--- src/rtl/cache_pkg.sv ---
`default_nettype none
// ============================================================================
// Module  : cache_pkg
// Purpose : Shared read-type codes, arbiter FSM state encoding and requester
//           (owner) encoding for the cache read arbiter.
// Ports   : none (package)
// Revision: 1.0 - initial release
// ============================================================================
package cache_pkg;

  localparam logic [2:0] RD_TYPE_WORD = 3'b010;
  localparam logic [2:0] RD_TYPE_LINE = 3'b100;

  typedef enum logic [1:0] {
    ST_IDLE = 2'd0,
    ST_REQ  = 2'd1,
    ST_RESP = 2'd2
  } state_t;

  typedef enum logic {
    OWN_IC = 1'b0,
    OWN_DC = 1'b1
  } owner_t;

endpackage : cache_pkg
`default_nettype wire

--- src/rtl/cache_rd_arbiter.sv ---
`default_nettype none
// ============================================================================
// Module  : cache_rd_arbiter
// Purpose : Arbitrates ICache line refills and DCache reads onto a single
//           memory read port, one outstanding transaction at a time, with
//           round-robin on contention and return-beat routing to the owner.
// Ports   : clk, resetn           - clock, async active-low reset
//           ic_rd_req/addr/rdy    - ICache request (always a line refill)
//           ic_ret_valid          - return beat for ICache
//           dc_rd_req/type/addr/rdy - DCache request (word or line)
//           dc_ret_valid          - return beat for DCache
//           ret_last, ret_data    - shared return last flag / data
//           mem_rd_req/type/addr/rdy - memory-side request handshake
//           mem_ret_valid/last/data - memory-side return beats
//           proto_err             - sticky protocol-error flag
// Revision: 1.0 - initial release
// ============================================================================
module cache_rd_arbiter
  import cache_pkg::*;
#(
  parameter int BYTES_PER_LINE = 64
) (
  input  logic        clk,
  input  logic        resetn,
  input  logic        ic_rd_req,
  input  logic [31:0] ic_rd_addr,
  output logic        ic_rd_rdy,
  output logic        ic_ret_valid,
  input  logic        dc_rd_req,
  input  logic [2:0]  dc_rd_type,
  input  logic [31:0] dc_rd_addr,
  output logic        dc_rd_rdy,
  output logic        dc_ret_valid,
  output logic        ret_last,
  output logic [31:0] ret_data,
  output logic        mem_rd_req,
  output logic [2:0]  mem_rd_type,
  output logic [31:0] mem_rd_addr,
  input  logic        mem_rd_rdy,
  input  logic        mem_ret_valid,
  input  logic        mem_ret_last,
  input  logic [31:0] mem_ret_data,
  output logic        proto_err
);

  localparam int LINE_BEATS = BYTES_PER_LINE / 4;
  localparam int CNT_W      = $clog2(LINE_BEATS) + 1;

  state_t           state_q, state_d;
  owner_t           owner_q;
  owner_t           last_grant_q;
  logic [CNT_W-1:0] beat_cnt_q;
  logic [CNT_W-1:0] last_idx;
  logic             grant_ic;
  logic             grant_dc;
  logic             in_resp;

  assign in_resp = (state_q == ST_RESP);

  // Grant decision. Depends only on request inputs and local state, so there
  // is no path from mem_rd_rdy into the rdy outputs. Gated by resetn so the
  // rdy outputs are quiet while reset is held.
  always_comb begin
    grant_ic = 1'b0;
    grant_dc = 1'b0;
    if (resetn && state_q == ST_IDLE) begin
      if (ic_rd_req && dc_rd_req) begin
        // Whoever was not granted last wins the tie.
        if (last_grant_q == OWN_IC) grant_dc = 1'b1;
        else                        grant_ic = 1'b1;
      end else if (ic_rd_req) begin
        grant_ic = 1'b1;
      end else if (dc_rd_req) begin
        grant_dc = 1'b1;
      end
    end
  end

  assign ic_rd_rdy = grant_ic;
  assign dc_rd_rdy = grant_dc;

  // Return path: zero-latency pass-through, steered by the latched owner.
  assign ic_ret_valid = resetn && in_resp && mem_ret_valid && (owner_q == OWN_IC);
  assign dc_ret_valid = resetn && in_resp && mem_ret_valid && (owner_q == OWN_DC);
  assign ret_last     = in_resp && mem_ret_last;
  assign ret_data     = in_resp ? mem_ret_data : 32'h0;

  // Index of the beat that should carry the last flag for the current type.
  assign last_idx = (mem_rd_type == RD_TYPE_LINE) ? CNT_W'(LINE_BEATS - 1) : '0;

  always_comb begin
    state_d = state_q;
    case (state_q)
      ST_IDLE: if (grant_ic || grant_dc)          state_d = ST_REQ;
      ST_REQ:  if (mem_rd_req && mem_rd_rdy)      state_d = ST_RESP;
      ST_RESP: if (mem_ret_valid && mem_ret_last) state_d = ST_IDLE;
      default:                                    state_d = ST_IDLE;
    endcase
  end

  always_ff @(posedge clk or negedge resetn) begin
    if (!resetn) begin
      state_q      <= ST_IDLE;
      owner_q      <= OWN_IC;
      last_grant_q <= OWN_IC;
      beat_cnt_q   <= '0;
      proto_err    <= 1'b0;
      mem_rd_req   <= 1'b0;
      mem_rd_addr  <= 32'h0;
      mem_rd_type  <= 3'b000;
    end else begin
      state_q <= state_d;

      if (grant_ic || grant_dc) begin
        owner_q      <= grant_dc ? OWN_DC : OWN_IC;
        last_grant_q <= grant_dc ? OWN_DC : OWN_IC;
        mem_rd_req   <= 1'b1;
        mem_rd_addr  <= grant_dc ? dc_rd_addr : ic_rd_addr;
        mem_rd_type  <= grant_dc ? dc_rd_type : RD_TYPE_LINE;
        beat_cnt_q   <= '0;
      end else if (state_q == ST_REQ && mem_rd_rdy) begin
        mem_rd_req <= 1'b0;
      end

      if (in_resp && mem_ret_valid) begin
        if (mem_ret_last) begin
          beat_cnt_q <= '0;
          if (beat_cnt_q != last_idx) proto_err <= 1'b1;
        end else begin
          beat_cnt_q <= beat_cnt_q + CNT_W'(1);
        end
      end

      // Any return beat outside RESP is a memory-side protocol violation.
      if (!in_resp && mem_ret_valid) proto_err <= 1'b1;
    end
  end

endmodule : cache_rd_arbiter
`default_nettype wire

--- config.mk ---
export PLATFORM = sky130hd
export DESIGN_NAME = cache_rd_arbiter
export DESIGN_NICKNAME = d
export VERILOG_FILES = /design/src/rtl/cache_pkg.sv /design/src/rtl/cache_rd_arbiter.sv
export SDC_FILE = /design/constraint.sdc
export NUM_CORES = 1
export LEC_CHECK = 0
export CAP_MARGIN = 20
export CELL_PAD_IN_SITES_DETAIL_PLACEMENT = 1
export CELL_PAD_IN_SITES_GLOBAL_PLACEMENT = 2
export CORE_UTILIZATION = 20
export DETAILED_ROUTE_END_ITERATION = 8
export GPL_TIMING_DRIVEN = 0
export PLACE_DENSITY = 0.89
export SYNTH_ARGS = -nofsm -noshare
export SYNTH_HDL_FRONTEND = slang
export SYNTH_SLANG_ARGS = --single-unit
--- constraint.sdc ---
create_clock -name clk -period 2 [get_ports clk]
set_input_delay 0.2 -clock clk [delete_from_list [all_inputs] [get_ports clk]]
set_output_delay 0.2 -clock clk [all_outputs]
set_load 0.05 [all_outputs]
==> summary.md <==
| Metric | Value |
|---|---|
| Worst flop-to-flop path startpoint | `state_q[1]` |
| Initial Utilization | `20.9%` |
| Final critical-path setup slack | `0.0909 ns` |
| Max_slew headroom | `60.1%` |
| Routed WL | `8320 um` |
| Worst Path Arrival | `1.71 ns` |
| Hold-critical path endpoint | `mem_rd_type[2]` |
| Failing checks | `design-rule violations` |
| Worst Max-Slew Pin Slew | `0.597 ns` |
| Vias in the first global route | `2611` |
| Root buffer cell | `clkbuf_16` |
| Most frequent cells in the layout | `clkdlybuf4s50_1, dfrtp_1, nand2_1, and2_1` |
| ANT nets after route | `0` |
| Hold_sp | `dc_rd_type[2]` |
| Family with the most delay on the worst path | `buffers and inverters` |
| R2R setup slack | `0.46 ns` |
| Pwr Density | `1430 mW/mm^2` |
| Clk pin slew, worst setup/hold paths | `0.06 ns` |
| Num CTS Buffers | `5` |
| Max Fclk | `0.524 GHz` |
| RSZ-0062 raised after global routing | `no` |
| CTS tree | `done` |
| TritonCTS sink count | `45` |
| Yosys reg bits | `45` |
| Die height | `112 um` |
| Setup CP Type | `flop to primary output` |
| Final HPWL DP | `6760 um` |
| DP Area | `0.00442 mm^2` |
| Layout cell share with drive strength beyond 1 | `14.9%` |
| First-pass GRT wire length | `13300 um` |
| Nets | `543` |
| Total die area | `0.0126 mm^2` |
| Final setup fails | `0` |
| Hold Slack | `0.473 ns` |
| Worst Setup SP | `state_q[1]` |
| Aggregate global routing overflow | `0` |
| Initial antenna violation count | `0` |
| Setup Slack @ Placement | `-0.462 ns` |
| Most common cell after layout, fill and taps aside | `clkdlybuf4s50_1` |
| DRC marker count from the first detailed-route iteration | `84` |
| Final Cycle Share | `95.5%` |
| Gpl congestion | `0.764` |
| CP max stage delay | `0.49 ns` |
| Worst R2R Path Depth | `5` |
| Overall Power | `6.41 mW` |
| IO Port Bufs | `179` |
| Total GRT Usage | `13.2%` |
| Synthesized area | `0.00243 mm^2` |
| Final worst path period need | `1.91 ns` |
| Leak | `2.03 nW` |
| Critical Path Slowest Stage Cell | `clkdlybuf4s15_1` |
| Max Cap Violations | `0` |
| Avg Synthesized Cell Area | `9.90 um^2` |
| Worst setup SP type | `flop` |
| Buf/Inv on CP | `2` |
| Worst skew pair latency | `0.28 ns` |
| Die Wd | `112 um` |
| Max Slew Vio Count | `0` |
| Area Overhead vs Synth | `84.2%` |
| Hold Crit Class | `input port to flop` |
| Yosys top cell by area | `dfrtp_1` |
| H-tree depth | `2` |
| First-pass DRT Iterations | `6` |
| # fillers | `1321` |
| Reg2reg end | `mem_rd_addr[23]` |
| I/O pins | `180` |
| CP Data Required Time | `1.80 ns` |
| Sequential cell area fraction in the yosys report | `46.2%` |
| Layout Cell Area excl Fill | `0.00448 mm^2` |
| Yosys warnings | `0` |
| Drt drc | `10` |
| Cells after Synth | `246` |
| Crit path cell chain | `nor2b_1 -> buf_4 -> and2_1 -> clkdlybuf4s15_1` |
| DR WL/cell | `14.3 um` |
| Synth Net Count | `353` |
| Post-synth top area share | `46.2%` |
| Core Rows | `39` |
| Non-Filler Instances | `580` |
| Skew final | `0.00363 ns` |
| Crit Path Max Fanout | `10` |
| DR vias/cell | `4.27` |
| Status | `finished, violations left` |
| Core footprint | `0.0117 mm^2` |
| Placed Cells | `569` |
| Ant. Diodes | `0` |
| Synth area leaders | `dfrtp_1, mux2i_1, and2_1` |
| Worst VDD drop | `0.591 mV` |
| Crit end category | `primary output` |
| Worst Hold Depth | `3` |
| Final hold violation count | `0` |
| Largest net degree at the start of global routing | `32` |
| Max Root-Sink Buffers | `2` |
| Total number of vias | `2475` |
| Synth unique cells | `36` |
==> cell families (layout without fill, tap and decap cells) <==
family          after synthesis  in the layout  share of synthesized area, %
xor+xnor                      1              1                         0.360
fa+ha+maj                     1              1                         0.514
simple gates                 97             97                          20.3
buf+inv                      20            211                          6.89
compound gates               49             49                          12.0
mux                          33             33                          13.6
flops                        45             45                          46.2
==> layer usage <==
layer / part of all wire [%] / track usage (%) / vias up / wire length [um]
met5: 0 / 0 / - / 0
met4: 0.84 / 2.49 / 0 / 70
met3: 6.3 / 3.02 / 6 / 527
met2: 51 / 23.9 / 92 / 4270
met1: 41 / 16.0 / 1162 / 3450
li1: - / - / 1215 / -
==> worst max-delay path by stage <==
stage,end,cells past startpoint
3_5_place_dp,dc_rd_rdy,6
5_1_grt,ret_data[10],5
3_3_place_gp,dc_rd_rdy,5
4_1_cts,ret_data[27],5
2_1_floorplan,dc_ret_valid,4
6_report,ret_data[31],4
==> registers in the layout, summed over array words and instances, names as in the netlist <==
register      flops
state_q           2
mem_rd_req        1
last_grant_q      1
mem_rd_type       3
beat_cnt_q        5
mem_rd_addr      32
proto_err         1
==> cell usage after synthesis <==
cell	count
a211o_1	1
a21boi_2	1
a21o_1	1
a21oi_1	2
a221o_1	2
a22o_1	4
a31o_2	1
and2_1	34
and3_1	2
and3b_1	1
buf_12	3
buf_2	2
buf_4	1
buf_6	5
clkbuf_1	5
dfrtp_1	45
ha_1	1
inv_1	4
mux2_2	1
mux2i_1	32
nand2_1	42
nand2b_1	1
nand3_1	5
nand3b_1	1
nor2_1	4
nor2b_1	2
nor3_1	1
nor3b_1	1
nor3b_2	1
nor4_1	1
o21a_1	1
o21ai_0	3
o21ai_1	32
o21ai_2	1
or3_1	1
xnor2_1	1
==> worst min-delay path, stage by stage <==
cell             delay [ns]
clkdlybuf4s50_1        0.40
inv_1                  0.06
a21oi_1                0.05
==> power breakdown <==
part | leakage (nW) | switching [mW] | internal (mW)
Clock | 0.0768 | 0.340 | 0.497
Combinational | 1.39 | 2.63 | 1.39
Sequential | 0.561 | 0.251 | 1.30
Total | 2.03 | 3.22 | 3.19
==> final cells by class <==
cell class / instances / area (um^2) / share of cell area (%)
buffer: 16 / 155 / 3.46
clock buffer: 6 / 139 / 3.10
clock inverter: 2 / 13.8 / 0.307
inverter: 4 / 15.0 / 0.335
multi-input combinational: 181 / 1140 / 25.4
sequential: 45 / 1130 / 25.1
tap: 143 / 179 / 3.99
timing repair buffer: 183 / 1720 / 38.3
==> stage by stage <==
step                      setup TNS, ns  utilization [%]
after global routing                  0             38.5
after global placement          -105.00             37.8
final                                 0             38.5
after floorplan                       0                -
after detailed placement          -7.16             37.9
after CTS                             0             39.2
==> what timing repair did <==
item	4_1_cts	5_1_grt
endpoints found under the setup margin	37	34
hold buffers	3	0
endpoints found under the hold margin	14	0
gates resized for setup	136	57
buffers inserted	0	0
(Power assumes the default switching activity.)
